**src/rtl/target_select_uart_tx.sv**
```systemverilog
// 8N1 UART transmitter for the target-selection word: sends a frame whenever the
// word changes from the last one sent, and optionally re-sends it on a heartbeat.
module target_select_uart_tx #(
    parameter int CLK_FREQ      = 100_000_000,
    parameter int BAUD          = 115200,
    parameter int REPEAT_CYCLES = 0
) (
    input  logic       clk,
    input  logic       rst_n,
    input  logic [7:0] data_in,
    output logic       tx,
    output logic       busy,
    output logic       sent
);

    localparam int CLKS_PER_BIT = CLK_FREQ / BAUD;
    localparam int BCW = (CLKS_PER_BIT > 1) ? $clog2(CLKS_PER_BIT) : 1;
    localparam int RCW = (REPEAT_CYCLES > 0) ? $clog2(REPEAT_CYCLES + 1) : 1;
    localparam logic [BCW-1:0] BAUD_LAST = BCW'(CLKS_PER_BIT - 1);
    localparam logic [RCW-1:0] REP_LAST  = RCW'((REPEAT_CYCLES > 0) ? REPEAT_CYCLES - 1 : 0);
    localparam bit HB_EN = (REPEAT_CYCLES > 0);

    typedef enum logic [1:0] {
        IDLE,
        START,
        DATA,
        STOP
    } state_e;

    state_e         state_q, state_d;
    logic [7:0]     shift_q, shift_d;
    logic [7:0]     last_sent_q, last_sent_d;
    logic [BCW-1:0] baud_cnt_q, baud_cnt_d;
    logic [2:0]     bit_idx_q, bit_idx_d;
    logic [RCW-1:0] rep_cnt_q, rep_cnt_d;
    logic           tx_q, tx_d;
    logic           busy_q, busy_d;
    logic           sent_q, sent_d;

    logic baud_done;
    logic hb_expire;
    logic trigger;

    always_comb begin
        state_d     = state_q;
        shift_d     = shift_q;
        last_sent_d = last_sent_q;
        baud_cnt_d  = baud_cnt_q;
        bit_idx_d   = bit_idx_q;
        rep_cnt_d   = rep_cnt_q;

        baud_done = (baud_cnt_q == BAUD_LAST);
        hb_expire = HB_EN && (rep_cnt_q == REP_LAST);
        trigger   = (data_in != last_sent_q) || hb_expire;

        case (state_q)
            IDLE: begin
                if (trigger) begin
                    shift_d     = data_in;
                    last_sent_d = data_in;
                    baud_cnt_d  = '0;
                    rep_cnt_d   = '0;
                    state_d     = START;
                end else if (HB_EN) begin
                    rep_cnt_d = rep_cnt_q + RCW'(1);
                end
            end
            START: begin
                if (baud_done) begin
                    baud_cnt_d = '0;
                    bit_idx_d  = '0;
                    state_d    = DATA;
                end else begin
                    baud_cnt_d = baud_cnt_q + BCW'(1);
                end
            end
            DATA: begin
                if (baud_done) begin
                    baud_cnt_d = '0;
                    if (bit_idx_q == 3'd7) begin
                        state_d = STOP;
                    end else begin
                        bit_idx_d = bit_idx_q + 3'd1;
                    end
                end else begin
                    baud_cnt_d = baud_cnt_q + BCW'(1);
                end
            end
            STOP: begin
                if (baud_done) begin
                    baud_cnt_d = '0;
                    state_d    = IDLE;
                end else begin
                    baud_cnt_d = baud_cnt_q + BCW'(1);
                end
            end
            default: state_d = IDLE;
        endcase

        // Outputs are registered from next-state values so the line never glitches.
        tx_d = 1'b1;
        case (state_d)
            START:   tx_d = 1'b0;
            DATA:    tx_d = shift_d[bit_idx_d];
            default: tx_d = 1'b1;
        endcase
        busy_d = (state_d != IDLE);
        sent_d = (state_d == STOP) && (baud_cnt_d == BAUD_LAST);
    end

    always_ff @(posedge clk or negedge rst_n) begin
        if (!rst_n) begin
            state_q     <= IDLE;
            shift_q     <= '0;
            last_sent_q <= '0;
            baud_cnt_q  <= '0;
            bit_idx_q   <= '0;
            rep_cnt_q   <= '0;
            tx_q        <= 1'b1;
            busy_q      <= 1'b0;
            sent_q      <= 1'b0;
        end else begin
            state_q     <= state_d;
            shift_q     <= shift_d;
            last_sent_q <= last_sent_d;
            baud_cnt_q  <= baud_cnt_d;
            bit_idx_q   <= bit_idx_d;
            rep_cnt_q   <= rep_cnt_d;
            tx_q        <= tx_d;
            busy_q      <= busy_d;
            sent_q      <= sent_d;
        end
    end

    assign tx   = tx_q;
    assign busy = busy_q;
    assign sent = sent_q;

endmodule

```
**config.mk**
```make
export PLATFORM = sky130hd
export DESIGN_NAME = target_select_uart_tx
export DESIGN_NICKNAME = d
export VERILOG_FILES = /design/src/rtl/target_select_uart_tx.sv
export SDC_FILE = /design/constraint.sdc
export NUM_CORES = 1
export LEC_CHECK = 0
export ABC_CLOCK_PERIOD_IN_PS = 5600
export CAP_MARGIN = 10
export CORE_UTILIZATION = 48
export CTS_BUF_LIST = sky130_fd_sc_hd__clkbuf_8 sky130_fd_sc_hd__clkbuf_16
export CTS_CLUSTER_DIAMETER = 120
export DETAILED_ROUTE_END_ITERATION = 6
export PLACE_DENSITY = 0.79
export SETUP_SLACK_MARGIN = 0.05
export SKIP_CTS_REPAIR_TIMING = 1
export SYNTH_ARGS = -nofsm -noshare
export SYNTH_HDL_FRONTEND = slang
export SYNTH_SLANG_ARGS = --single-unit
```
**constraint.sdc**
```tcl
create_clock -name clk -period 5.6 [get_ports clk]
set_input_delay 1.12 -clock clk [delete_from_list [all_inputs] [get_ports clk]]
set_output_delay 1.12 -clock clk [all_outputs]
set_load 0.005 [all_outputs]
```
; After elaboration in Yosys (flattened, before gate mapping)
; Index checks and enable logic that the tools add are counted.
[totals]
register_bits = 34
latch_bits = 0
mem_bits_rw = 0
rom_bits = 0
inputBits = 10
elab_cells = 44
memories = 0
[classes]
add_sub_neg = 2
multipliers = 0
div = 0
n_lt_le_gt_ge = 1
n_eq_ne = 10
shift = 0
n_mux = 18
bitwise_logic = 0
reduce_logical = 5
[ops]
columns = op, n
row1 = $eq A10 B10 Y1 const B, 2
row2 = $mux W10, 2
row3 = $pmux W10 S2, 1
row4 = $mux W8, 2
row5 = $add A10 B1 Y10 const B, 1
row6 = $mux W2, 5
row7 = $mux W3, 3
row8 = $eq A2 B2 Y1 const B, 4
row9 = $ne A8 B8 Y1, 1
row10 = $pmux W2 S4, 1
row11 = $pmux W3 S2, 1
row12 = $eq A2 B1 Y1 const B, 2
row13 = $lt A3 B4 Y1 const B, 1
row14 = $add A3 B1 Y3 const B, 1
row15 = $bmux W1 S3, 1
row16 = $eq A3 B3 Y1 const B, 1
row17 = $reduce_or A3 Y1, 1
row18 = $logic_not A2 Y1, 1
row19 = $pmux W1 S2, 1
row20 = $reduce_and A2 Y1, 1
row21 = $reduce_bool A2 Y1, 1
row22 = $logic_and A1 B1 Y1, 1
row23 = $mux W1, 1

; Depth between registers and ports, before layout
[depth]
word_depth = 7
depth_mapped = 10
ltp_nobuf = 9

; Least setup slack after synthesis
; No wires, ideal clock.
[synth_path]
path_kind = input-to-reg
startpoint = in data_in[2]
endpoint = reg last_sent_q[3]
arrival_ns = 2.641
t_required_ns = 5.475
slack_ns = 2.835
path_stages = 5
path_cell_list = xnor2_1 -> nand4_1 -> o21ai_1 -> clkbuf_1 -> mux2_2
[synth_between]
elab_chain_cells = 2
[synth_lines]
columns = item, line
row1 = start: declaration, 10  ; input logic [7:0] data_in,
row2 = $ne A8 B8 Y1, 54  ; trigger = (data_in != last_sent_q) || hb_expire;
row3 = $reduce_and A2 Y1 (no source line), n/a
row4 = end signal: assignment, 125  ; last_sent_q <= last_sent_d;
row5 = end: declaration, 32  ; logic [7:0] last_sent_q, last_sent_d;
; No other way between the ends.
; A chain may end at the register's enable or synchronous reset.

; Final worst setup path
[layout_path]
startpoint = in data_in[2]
endpoint = reg tx_q, in the netlist tx
[layout_between]
elab_chain_cells = 6
elab_cells_between_ends = 10
cone_classes = eq/ne (3) / mux (7)
[layout_lines]
columns = item, line
row1 = $ne A8 B8 Y1, 54
row2 = $mux W8, 58  ; if (trigger) begin
row3 = $mux W8, 56  ; case (state_q)
row4 = $bmux W1 S3, 104  ; DATA: tx_d = shift_d[bit_idx_d];
row5 = $mux W1 (not written as such), 104
row6 = $pmux W1 S2 (*), 102  ; case (state_d)
row7 = net tx_d, 36  ; logic tx_q, tx_d;
row8 = end signal: assignment, 129  ; tx_q <= tx_d;
row9 = end: declaration, 36
; The timed path passes the listed nets; every way through them passes the cells marked *. The select of a mux whose other input is x is not followed.

==> reports/results.txt <==
Status = finished clean
Vias in the first global route = 1312
Yosys cell types = 46
Starting Density = 0.505
Worst R2R Path Depth = 9
Initial DRT Pass Iterations = 4
Gp weighted congestion = 0.843
Register clock-pin slew on the reported worst setup and hold paths = 0.07 ns
Synth Warn # = 0
RSZ-0062 raised after global routing = no
R2r setup slk = 2.61 ns
Post-Syn Nets = 199
WL met1 = 1.75 mm
Number of flops mapped to enable cells by yosys = 0
Largest net degree at the start of global routing = 35
Worst-path maximum fanout = 13
Hold path startpoint = shift_q[5]
Hold/Removal Path Class = register to register
Clock Skews = 0.00522 ns
Fraction of layout cells with a size suffix above 1 = 0.149
FF-to-FF End = tx
Fin nets = 218
Final period utilization = 0.592
Maximum vdd ir drop = 0.153 mV
Max-cap viol count = 0
Longest Clk Path Bufs = 2
Final setup fails = 0
Post-Synthesis Cell Area = 1860 um2
Worst-Margin Slew = 0.726 ns
Final WL = 3.51 mm
Syn-to-layout area delta = 15.2%
Wire length per cell = 14.0 um
ANT nets after route = 0
Async set-reset flop share out of synthesis = 1.00
Iter 0 DRT Violations = 78
Row count = 22
PortBufs = 12
Final setup margin = 2.29 ns
CP startpoint kind = input pin
Critical path required time = 5.80 ns
Leading area contributor after synthesis = dfrtp_1
DR vias/cell = 5.64
Final Max Slew Viols = 0
Ports = 13
Worst setup EP type = register
Final setup TNS = 0 ns
RR Startpoint = baud_cnt_q[0]
Overall power = 447 uW
Filler cells = 334
Met3 WL = 137 um
Grt total ovfl = 0
Power Dens Cells = 208 nW/um2
Skew-Pair Late Insertion Delay = 0.29 ns
Placement Setup Slack = 1.62 ns
Tmin final = 3.31 ns
Die area = 4130 um2
Gr usage total = 0.202
Hold EP = shift_q[5]
Critical Path AT = 3.52 ns
Critical path class = input pin to register
Drt drc = 0
Fmax = 302 MHz
Via count = 1411
Dominant synthesized flop cell = dfrtp_1
Initial antenna violation count = 0
Core area = 3690 um2
Leakage Power = 0.923 nW
Fin area = 2150 um2
Hold depth = 2
Clock root cell = clkbuf_8
Clk sinks = 34
CTS tree = built
First-pass GRT wire length = 6.24 mm
Cells after Synth = 182
Met2 wire len = 1.58 mm
Syn_area_per_cell = 10.2 um2
Yosys reg bits = 34
H-Tree Depth = 2
Die H = 64.3 um
Die X = 64.3 um
Area after DPL = 2050 um2
Num CTS Buffers = 5
Top sig layer = met4
Diode count = 0
Fraction of post-synthesis cell area in the top cell type by area = 0.443
DP HPWL = 2.62 mm
Hold violation count in the final report = 0
Ranking of synthesized cells by area = dfrtp_1, nand2_1, mux2_2
Register area share after synthesis = 0.457
Rel. slew slack = 0.512
## routing by layer
| metal | vias to the layer above | track usage |
|---|---|---|
| li1 | 702 | - |
| met1 | 680 | 0.282 |
| met2 | 25 | 0.293 |
| met3 | 4 | 0.0643 |
| met4 | 0 | 0.0750 |
| met5 | - | 0 |
## registers in the layout (all words and copies together), names as in the netlist
| register | count |
|---|---|
| baud_cnt_q | 10 |
| last_sent_q | 8 |
| shift_q | 8 |
| bit_idx_q | 3 |
| state_q | 2 |
| busy | 1 |
| sent | 1 |
| tx | 1 |
## worst max-delay path by stage
stage | start | end | slack, ns | cells past startpoint
2_1_floorplan | data_in[2] | last_sent_q[3] | 2.83 | 5
3_3_place_gp | data_in[2] | tx | 1.67 | 8
3_5_place_dp | data_in[2] | tx | 1.62 | 8
4_1_cts | data_in[2] | tx | 1.89 | 8
5_1_grt | data_in[2] | sent | 2.14 | 9
6_report | data_in[2] | tx | 2.29 | 8
## cells by family after synthesis
group	synth area share
buffers and inverters	0.0282
muxes	0.0779
xor gates and xnor gates	0.0423
and+or+nand+nor	0.163
AOI/OAI and AO/OA	0.184
adders and majority gates	0.0470
DFF	0.457
## report_power, final
| part | internal, mW | switching, mW | total (mW) |
|---|---|---|---|
| clock network | 0.0972 | 0.0866 | 0.184 |
| logic | 0.00823 | 0.00903 | 0.0173 |
| registers | 0.246 | 0 | 0.246 |
| total | 0.351 | 0.0956 | 0.447 |
## placed cells by master, fill, tap and decap left out, types with 2 or more instances in the layout
master	n
a21o_1	2
a21oi_1	7
a22o_1	4
a22oi_1	2
a31oi_1	2
buf_4	2
clkbuf_8	6
clkdlybuf4s50_1	12
dfrtp_1	33
ha_1	7
inv_1	11
mux2_2	8
mux4_2	2
nand2_1	26
nand3_1	4
nand3b_1	2
nand4_1	2
nor2_1	14
nor3_1	3
o211ai_1	6
o21ai_0	9
o31ai_1	3
xnor2_1	8
## cell type report
class / instances / area (um2) / share of cell area
clock inverter: 2 / 8.76 / 0.00408
multi-input combinational: 134 / 958 / 0.447
timing repair buffer: 15 / 143 / 0.0665
clock buffer: 6 / 82.6 / 0.0385
inverter: 11 / 41.3 / 0.0192
sequential: 34 / 852 / 0.397
tap: 48 / 60.1 / 0.0280
## cell usage after synthesis (2+ instances only)
| master | count |
|---|---|
| o211ai_1 | 6 |
| nor2_1 | 14 |
| a21oi_1 | 7 |
| nand4_1 | 2 |
| xnor2_1 | 8 |
| o21ai_0 | 9 |
| nand2_1 | 26 |
| a22oi_1 | 2 |
| nand3_1 | 4 |
| clkbuf_1 | 3 |
| inv_1 | 10 |
| dfrtp_1 | 33 |
| mux2_2 | 8 |
| nand3b_1 | 2 |
| mux4_2 | 2 |
| o31ai_1 | 3 |
| ha_1 | 7 |
| a31oi_1 | 2 |
| a22o_1 | 4 |
| a21o_1 | 2 |
| nor3_1 | 3 |
## critical path, cell delays in order
cell,delay (ns)
clkdlybuf4s50_1,0.54
xnor2_1,0.14
nand4_1,0.28
o21ai_1,0.49
buf_4,0.29
mux4_2,0.33
a22oi_2,0.17
a41oi_1,0.14
## per-stage QoR
step                      hold slack (ns)  utilization  instances
after global routing                0.510        0.582        250
after CTS                           0.484        0.580        249
after floorplan                     0.441            -        182
after global placement              0.455        0.555        241
after detailed placement            0.469        0.555        241
final                               0.481        0.582        250
Note: power is estimated with default switching activity, not from simulation.
